===== src/rtl/kmap_lut_pkg.sv =====
// Shared constants and helpers for the programmable truth-table evaluator.
// Tables reset to odd parity, so an unconfigured engine computes XOR of its inputs.
package kmap_lut_pkg;

  localparam int EVAL_CNT_W = 16;
  localparam int MAX_N_IN   = 8;

  function automatic logic parity_init(input logic [MAX_N_IN-1:0] m);
    return ^m;
  endfunction

endpackage


===== src/rtl/kmap_lut_bank.sv =====
// Truth-table storage: N_FN rows of 2^N_IN bits, one bit-write port and one
// asynchronous read port. Out-of-range function indices write nothing and read 0.
module kmap_lut_bank
  import kmap_lut_pkg::*;
#(
  parameter int N_IN = 3,
  parameter int N_FN = 2,
  parameter int FN_W = 1
) (
  input  logic            clk,
  input  logic            rst,
  input  logic            wr_en,
  input  logic [FN_W-1:0] wr_fn,
  input  logic [N_IN-1:0] wr_addr,
  input  logic            wr_data,
  input  logic [FN_W-1:0] rd_fn,
  input  logic [N_IN-1:0] rd_addr,
  output logic            rd_data
);

  localparam int DEPTH = 1 << N_IN;

  function automatic logic [DEPTH-1:0] parity_row();
    logic [DEPTH-1:0]    r;
    logic [MAX_N_IN-1:0] idx;
    r = '0;
    for (int m = 0; m < DEPTH; m++) begin
      idx  = MAX_N_IN'(m);
      r[m] = parity_init(idx);
    end
    return r;
  endfunction

  localparam logic [DEPTH-1:0] PARITY_ROW = parity_row();

  logic [DEPTH-1:0] row_q [N_FN];

  genvar gi;
  generate
    for (gi = 0; gi < N_FN; gi++) begin : g_row
      always_ff @(posedge clk or posedge rst) begin
        if (rst) begin
          row_q[gi] <= PARITY_ROW;
        end else if (wr_en && (wr_fn == FN_W'(gi))) begin
          row_q[gi][wr_addr] <= wr_data;
        end
      end
    end
  endgenerate

  // Read sees pre-edge contents, so a same-cycle write is not forwarded.
  always_comb begin
    rd_data = 1'b0;
    for (int f = 0; f < N_FN; f++) begin
      if (rd_fn == FN_W'(f)) begin
        rd_data = row_q[f][rd_addr];
      end
    end
  end

endmodule


===== src/rtl/kmap_lut_engine.sv =====
// Programmable multi-function truth-table evaluator with a single registered
// valid/ready output stage, a config error flag and an accepted-request counter.
module kmap_lut_engine
  import kmap_lut_pkg::*;
#(
  parameter int N_IN = 3,
  parameter int N_FN = 2,
  parameter int FN_W = (N_FN > 1) ? $clog2(N_FN) : 1
) (
  input  logic                  clk,
  input  logic                  rst,
  input  logic                  cfg_we,
  input  logic [FN_W-1:0]       cfg_fn,
  input  logic [N_IN-1:0]       cfg_addr,
  input  logic                  cfg_data,
  output logic                  cfg_err,
  input  logic                  in_valid,
  output logic                  in_ready,
  input  logic [FN_W-1:0]       in_fn,
  input  logic [N_IN-1:0]       in_vec,
  output logic                  out_valid,
  input  logic                  out_ready,
  output logic                  out_f,
  output logic                  out_err,
  output logic [EVAL_CNT_W-1:0] eval_count
);

  logic                  out_valid_q, out_valid_d;
  logic                  out_f_q, out_f_d;
  logic                  out_err_q, out_err_d;
  logic                  cfg_err_q, cfg_err_d;
  logic [EVAL_CNT_W-1:0] eval_count_q, eval_count_d;
  logic                  rd_data;
  logic                  accept;
  logic                  in_oob;
  logic                  cfg_oob;

  kmap_lut_bank #(
    .N_IN (N_IN),
    .N_FN (N_FN),
    .FN_W (FN_W)
  ) u_bank (
    .clk     (clk),
    .rst     (rst),
    .wr_en   (cfg_we),
    .wr_fn   (cfg_fn),
    .wr_addr (cfg_addr),
    .wr_data (cfg_data),
    .rd_fn   (in_fn),
    .rd_addr (in_vec),
    .rd_data (rd_data)
  );

  assign in_oob   = (32'(in_fn) >= N_FN);
  assign cfg_oob  = (32'(cfg_fn) >= N_FN);
  assign in_ready = !out_valid_q || out_ready;
  assign accept   = in_valid && in_ready;

  always_comb begin
    out_valid_d  = out_valid_q;
    out_f_d      = out_f_q;
    out_err_d    = out_err_q;
    eval_count_d = eval_count_q;
    cfg_err_d    = cfg_we && cfg_oob;
    if (accept) begin
      out_valid_d  = 1'b1;
      out_f_d      = in_oob ? 1'b0 : rd_data;
      out_err_d    = in_oob;
      eval_count_d = eval_count_q + 1'b1;
    end else if (out_ready) begin
      // Drained without a replacement: result bits keep their last value.
      out_valid_d = 1'b0;
    end
  end

  always_ff @(posedge clk or posedge rst) begin
    if (rst) begin
      out_valid_q  <= 1'b0;
      out_f_q      <= 1'b0;
      out_err_q    <= 1'b0;
      cfg_err_q    <= 1'b0;
      eval_count_q <= '0;
    end else begin
      out_valid_q  <= out_valid_d;
      out_f_q      <= out_f_d;
      out_err_q    <= out_err_d;
      cfg_err_q    <= cfg_err_d;
      eval_count_q <= eval_count_d;
    end
  end

  assign out_valid  = out_valid_q;
  assign out_f      = out_f_q;
  assign out_err    = out_err_q;
  assign cfg_err    = cfg_err_q;
  assign eval_count = eval_count_q;

endmodule


===== config.mk =====
export PLATFORM = sky130hd
export DESIGN_NAME = kmap_lut_engine
export DESIGN_NICKNAME = d
export VERILOG_FILES = /design/src/rtl/kmap_lut_pkg.sv /design/src/rtl/kmap_lut_bank.sv /design/src/rtl/kmap_lut_engine.sv
export SDC_FILE = /design/constraint.sdc
export NUM_CORES = 1
export LEC_CHECK = 0
export CAP_MARGIN = 20
export CELL_PAD_IN_SITES_DETAIL_PLACEMENT = 1
export CELL_PAD_IN_SITES_GLOBAL_PLACEMENT = 1
export CORE_ASPECT_RATIO = 1.75
export CORE_UTILIZATION = 48
export DETAILED_ROUTE_END_ITERATION = 7
export DONT_BUFFER_PORTS = 1
export GPL_ROUTABILITY_DRIVEN = 0
export GPL_TIMING_DRIVEN = 0
export PLACE_DENSITY_LB_ADDON = 0.1
export SLEW_MARGIN = 10
export SYNTH_ARGS = -nofsm -noshare
export SYNTH_HDL_FRONTEND = slang
export SYNTH_SLANG_ARGS = --single-unit

===== constraint.sdc =====
create_clock -name clk -period 1.8 [get_ports clk]
set_clock_uncertainty 0.05 [all_clocks]
set_input_delay 0.27 -clock clk [delete_from_list [all_inputs] [get_ports clk]]
set_output_delay 0.27 -clock clk [all_outputs]
set_load 0.05 [all_outputs]

# [Word-level counts from Yosys, hierarchy flattened]
# Index checks and enable logic that the tools add are counted.
[classes] reduce_logical=7 addsub=1 mux=11 order_cmp=3 bitwise=1
[ops] operator="$add 16x1->16 const B" count=1
[ops] operator="$bwmux 8" count=2
[ops] operator="$lt 3x4->1 const B" count=2
[ops] operator="$bmux 1 s3" count=2
[ops] operator="$mux 1" count=6
[ops] operator="$logic_and 1x1->1" count=4
[ops] operator="$demux 1 s3" count=1
[ops] operator="$ge 3x1->1 const B" count=1
[ops] operator="$reduce_bool 2->1" count=1
[ops] operator="$logic_not 1->1" count=1
[ops] operator="$logic_or 1x1->1" count=1
[ops] operator="$not 1->1" count=1
[word_totals] reg_bits=34 elab_cells=28

# [Depth between registers and ports, before layout]
[depth] depth_word=5 ltp_mapped=5 mapped_depth_nobuf=5

# [By module]
# Synthesis repeated with hierarchy kept, for this count alone.
[hier_totals] hier_cells=137 area_unflattened_um2=1705.4
[by_module_without_submodules] mod="kmap_lut_bank" seq_area_each_um2=410.4 instances=1 cells_each=67 area_per_inst_um2=868.3
[by_module_without_submodules] mod="kmap_lut_engine" seq_area_each_um2=450.4 instances=1 cells_each=70 area_per_inst_um2=837.1

# [Worst setup path before layout]
# Ideal clock, no wire load.
[synth_timing] path_kind="register to register" from="register eval_count_q[0] (netlist: eval_count[0])" to="register eval_count_q[12] (netlist: eval_count[12])" arrival_time_ns=1.568 n_path_buf=0 required_ns=1.668 path_slack_ns=0.100 synth_period_minus_slack_ns=1.700 path_stages_with_launch=6 cell_sequence="dfrtp_1 > ha_1 > and3_1 > nand3_1 > nor3_1 > xor2_1"
[synth_via] elab_chain_cells=1
[synth_rtl] item="from (decl)" line_no="kmap_lut_engine.sv:32" source="logic [EVAL_CNT_W-1:0] eval_count_q, eval_count_d;"
[synth_rtl] item="from (signal assigned)" line_no="kmap_lut_engine.sv:88" source="eval_count_q <= eval_count_d;"
[synth_rtl] item="$add 16x1->16" line_no="kmap_lut_engine.sv:69" source="eval_count_d = eval_count_q + 1'b1;"
# No other way between the ends.
# A chain may end at the register's enable or synchronous reset.

# [Worst setup path after layout]
[layout_timing] from="register eval_count_q[13] (netlist: eval_count[13])" to="register eval_count_q[15] (netlist: eval_count[15])"
# The elaborated chain is that of the path after synthesis.

==> flow_summary.ini <==
[power_and_ir_drop]
p_per_area_mw_per_mm2 = 1191
comb_power_share_pct = 16.2
p_sw_share_pct = 35.78
power_frac_seq_pct = 58.8
leakagePower_nw = 0.7905
intPower_mw = 1.472
power.net_switching_mw = 0.8201
irDropWorstVdd_mv = 0.7949
clock_power_share_pct = 24.9
fin_total_pwr_mw = 2.292

[placed_design]
io_buffers = 0
place_area_mm2 = 0.001788
post-place-cells = 196
hpwl_um = 2837

[die]
die-area_mm2 = 0.003794
start_util_pct = 50.56
die_w_um = 46.99
die_h_um = 80.74
rows = 28
core_mm2 = 0.003363
pin_count = 35

[critical_path]
crit_fanout = 3
endpoint_kind = flip-flop
critPathLaunchType = flip-flop
worstPathArrival_ns = 1.89
path_class = reg2reg
required_ns = 1.96

[job]
cap_viol_max_count = 0

[grt]
grt_first_pass_wirelength_um = 5878
grt.total_usage_pct = 22.62
grt-ovfl-total = 0
grt_max_degree = 19
antenna_found_initial = 0
grt_pass1_vias = 1272

[yosys]
ys_seq_area_share_pct = 50.63
avgSynthCellArea_um2 = 11.41
netlist-cell-type-count = 33
yosysTopAreaCellShare_pct = 38.26
async_flop_share_pct = 100.0
synth_seq_cells = 34
ys_top_cells_by_area = dfrtp_1 (38%), dfstp_2 (12%), mux2_2 (12%)
syn_inst = 149
yosys.area.top_type = dfrtp_1
synth_edf_count = 0
dominantRegCellSynth = dfrtp_1
synth_warnings = 0
syn-cell-area_mm2 = 0.001700

[clock_network]
htree_levels = 2
worst_skew_pair.late_latency_ns = 0.28
path_clk_slew_ns = 0.07
cts-root-buf = clkbuf_8
cts_buffers = 5
clkSinkCount = 34
postCtsSetupBuffers = 0
cts_tree = built
cts.path.max_buffers = 2

[detailed_routing]
routed_via_density = 5.522
routed_wl_um = 3736
wl_per_cell_um = 18.22
drt_iter0_markers = 17
vias = 1132
dr.pass1.iters = 4
detail-route-antenna-nets = 0
drcViolationCount = 0

[timing]
hold_violations = 0
holdWs_ns = 0.04520
setup_viol = 0
worst_slew_pin_slew_ns = 0.7528
drv_slew = 0
fin_tns_setup_ns = 0
fin_crit_ns = 1.737
clock.fmax_ghz = 0.5758
relSlewSlack_pct = 49.76
min_period_over_period_pct = 96.48

[finish]
antenna_cells = 0
final_common_cell = mux2_2
mostFrequentLayoutCells = mux2_2 (18), dfrtp_1 (15), nor2_1 (13)
final_cell_count_no_fill = 205
area_growth_pct = 13.17
drive_gt1_share_pct = 35.63
layout.nets = 174
fin_area_mm2 = 0.001924

[run_status]
status = finished clean

[min_path]
min_path_type = in2reg
-- power by group through the flow --
stage          sequential [mW]  clock (mW)  combinational (mW)
2_1_floorplan             1.31           0               0.305
3_3_place_gp              1.34           0               0.347
3_5_place_dp              1.35           0               0.372
6_report                  1.35       0.572               0.372
4_1_cts                   1.35       0.593               0.376
5_1_grt                   1.37       0.623               0.413
-- final timing paths --
check	slack (ns)	endpoint	startpoint	cells after the start
hold reg to reg	0.45	u_bank.row_q[6]$_DFFE_PP0P_	u_bank.row_q[6]$_DFFE_PP0P_	1
setup reg to reg	0.06	eval_count[15]$_DFFE_PP0P_	eval_count[13]$_DFFE_PP0P_	4
setup / recovery	0.06	eval_count[15]$_DFFE_PP0P_	eval_count[13]$_DFFE_PP0P_	4
min in group asynchronous	0.51	eval_count[4]$_DFFE_PP0P_	rst	2
max in group asynchronous	0.56	u_bank.row_q[12]$_DFFE_PP1P_	rst	3
hold / removal	0.05	out_valid$_DFFE_PP0P_	in_valid	1
-- per-stage QoR --
stage	setup slack [ns]	utilization (%)
CTS	0.002740	56.51
detailed placement	-0.1176	53.16
global route	-0.006295	57.22
global placement	-0.09247	52.34
floorplan	0.09969	-
finish	0.06328	57.22
-- state kept, by name (all words and copies together), names as in the netlist --
| register | flops |
|---|---|
| u_bank.row_q | 16 |
| eval_count | 16 |
| out_f | 1 |
| out_valid | 1 |
-- worst max-delay path, cell delays in order, from the launching register on --
cell     delay, ns
dfrtp_1       0.63
inv_1         0.20
or3_1         0.41
nor3_1        0.19
xor2_1        0.18
-- synth_stat cells (3+ instances only) --
| master | n |
|---|---|
| clkbuf_1 | 3 |
| nand3b_1 | 4 |
| and2_1 | 3 |
| dfrtp_1 | 26 |
| dfstp_2 | 8 |
| xor2_1 | 4 |
| mux2_2 | 18 |
| buf_4 | 3 |
| nand2_1 | 7 |
| nor3_1 | 8 |
| nand3_1 | 8 |
| inv_1 | 5 |
| nand2b_1 | 5 |
| nor2_1 | 13 |
| xnor2_1 | 11 |
-- cell type report --
cell class / instances / area, um^2
Buffer: 7 / 45.04
Timing Repair Buffer: 2 / 37.54
Clock inverter: 1 / 5.005
Fill cell: 362 / 1439
Sequential cell: 34 / 874.6
Inverter: 5 / 18.77
Tap cell: 45 / 56.30
Multi-Input combinational cell: 104 / 800.8
Clock buffer: 7 / 86.33
-- cell families (layout without fill, tap and decap cells) --
kind of cell               count (synthesis)  count (layout)  synth area share [%]
DFF                                       34              34                 50.63
AOI/OAI and AO/OA                          4               4                 1.840
and+or+nand+nor                           60              60                 19.35
muxes                                     22              22                 15.75
buffers and inverters                     12              22                 3.753
other                                      1               2                0.2205
xor gates and xnor gates                  15              15                 7.726
adders and majority gates                  1               1                0.7357
-- per-layer routing --
| layer | vias to the layer above | track usage, % | share of wire, % |
|---|---|---|---|
| li1 | 526 | - | - |
| met4 | 0 | 11.43 | 3.1 |
| met2 | 25 | 43.33 | 62 |
| met5 | - | 0 | 0 |
| met3 | 11 | 4.444 | 2.8 |
| met1 | 570 | 20.52 | 32 |
-- timing repair --
action,4_1_cts,5_1_grt
resized for setup,9,7
hold endpoints to repair,11,0
pin swaps,0,0
setup endpoints to repair,7,5
hold buffers,1,0
Power figures use the tool's default switching activity.
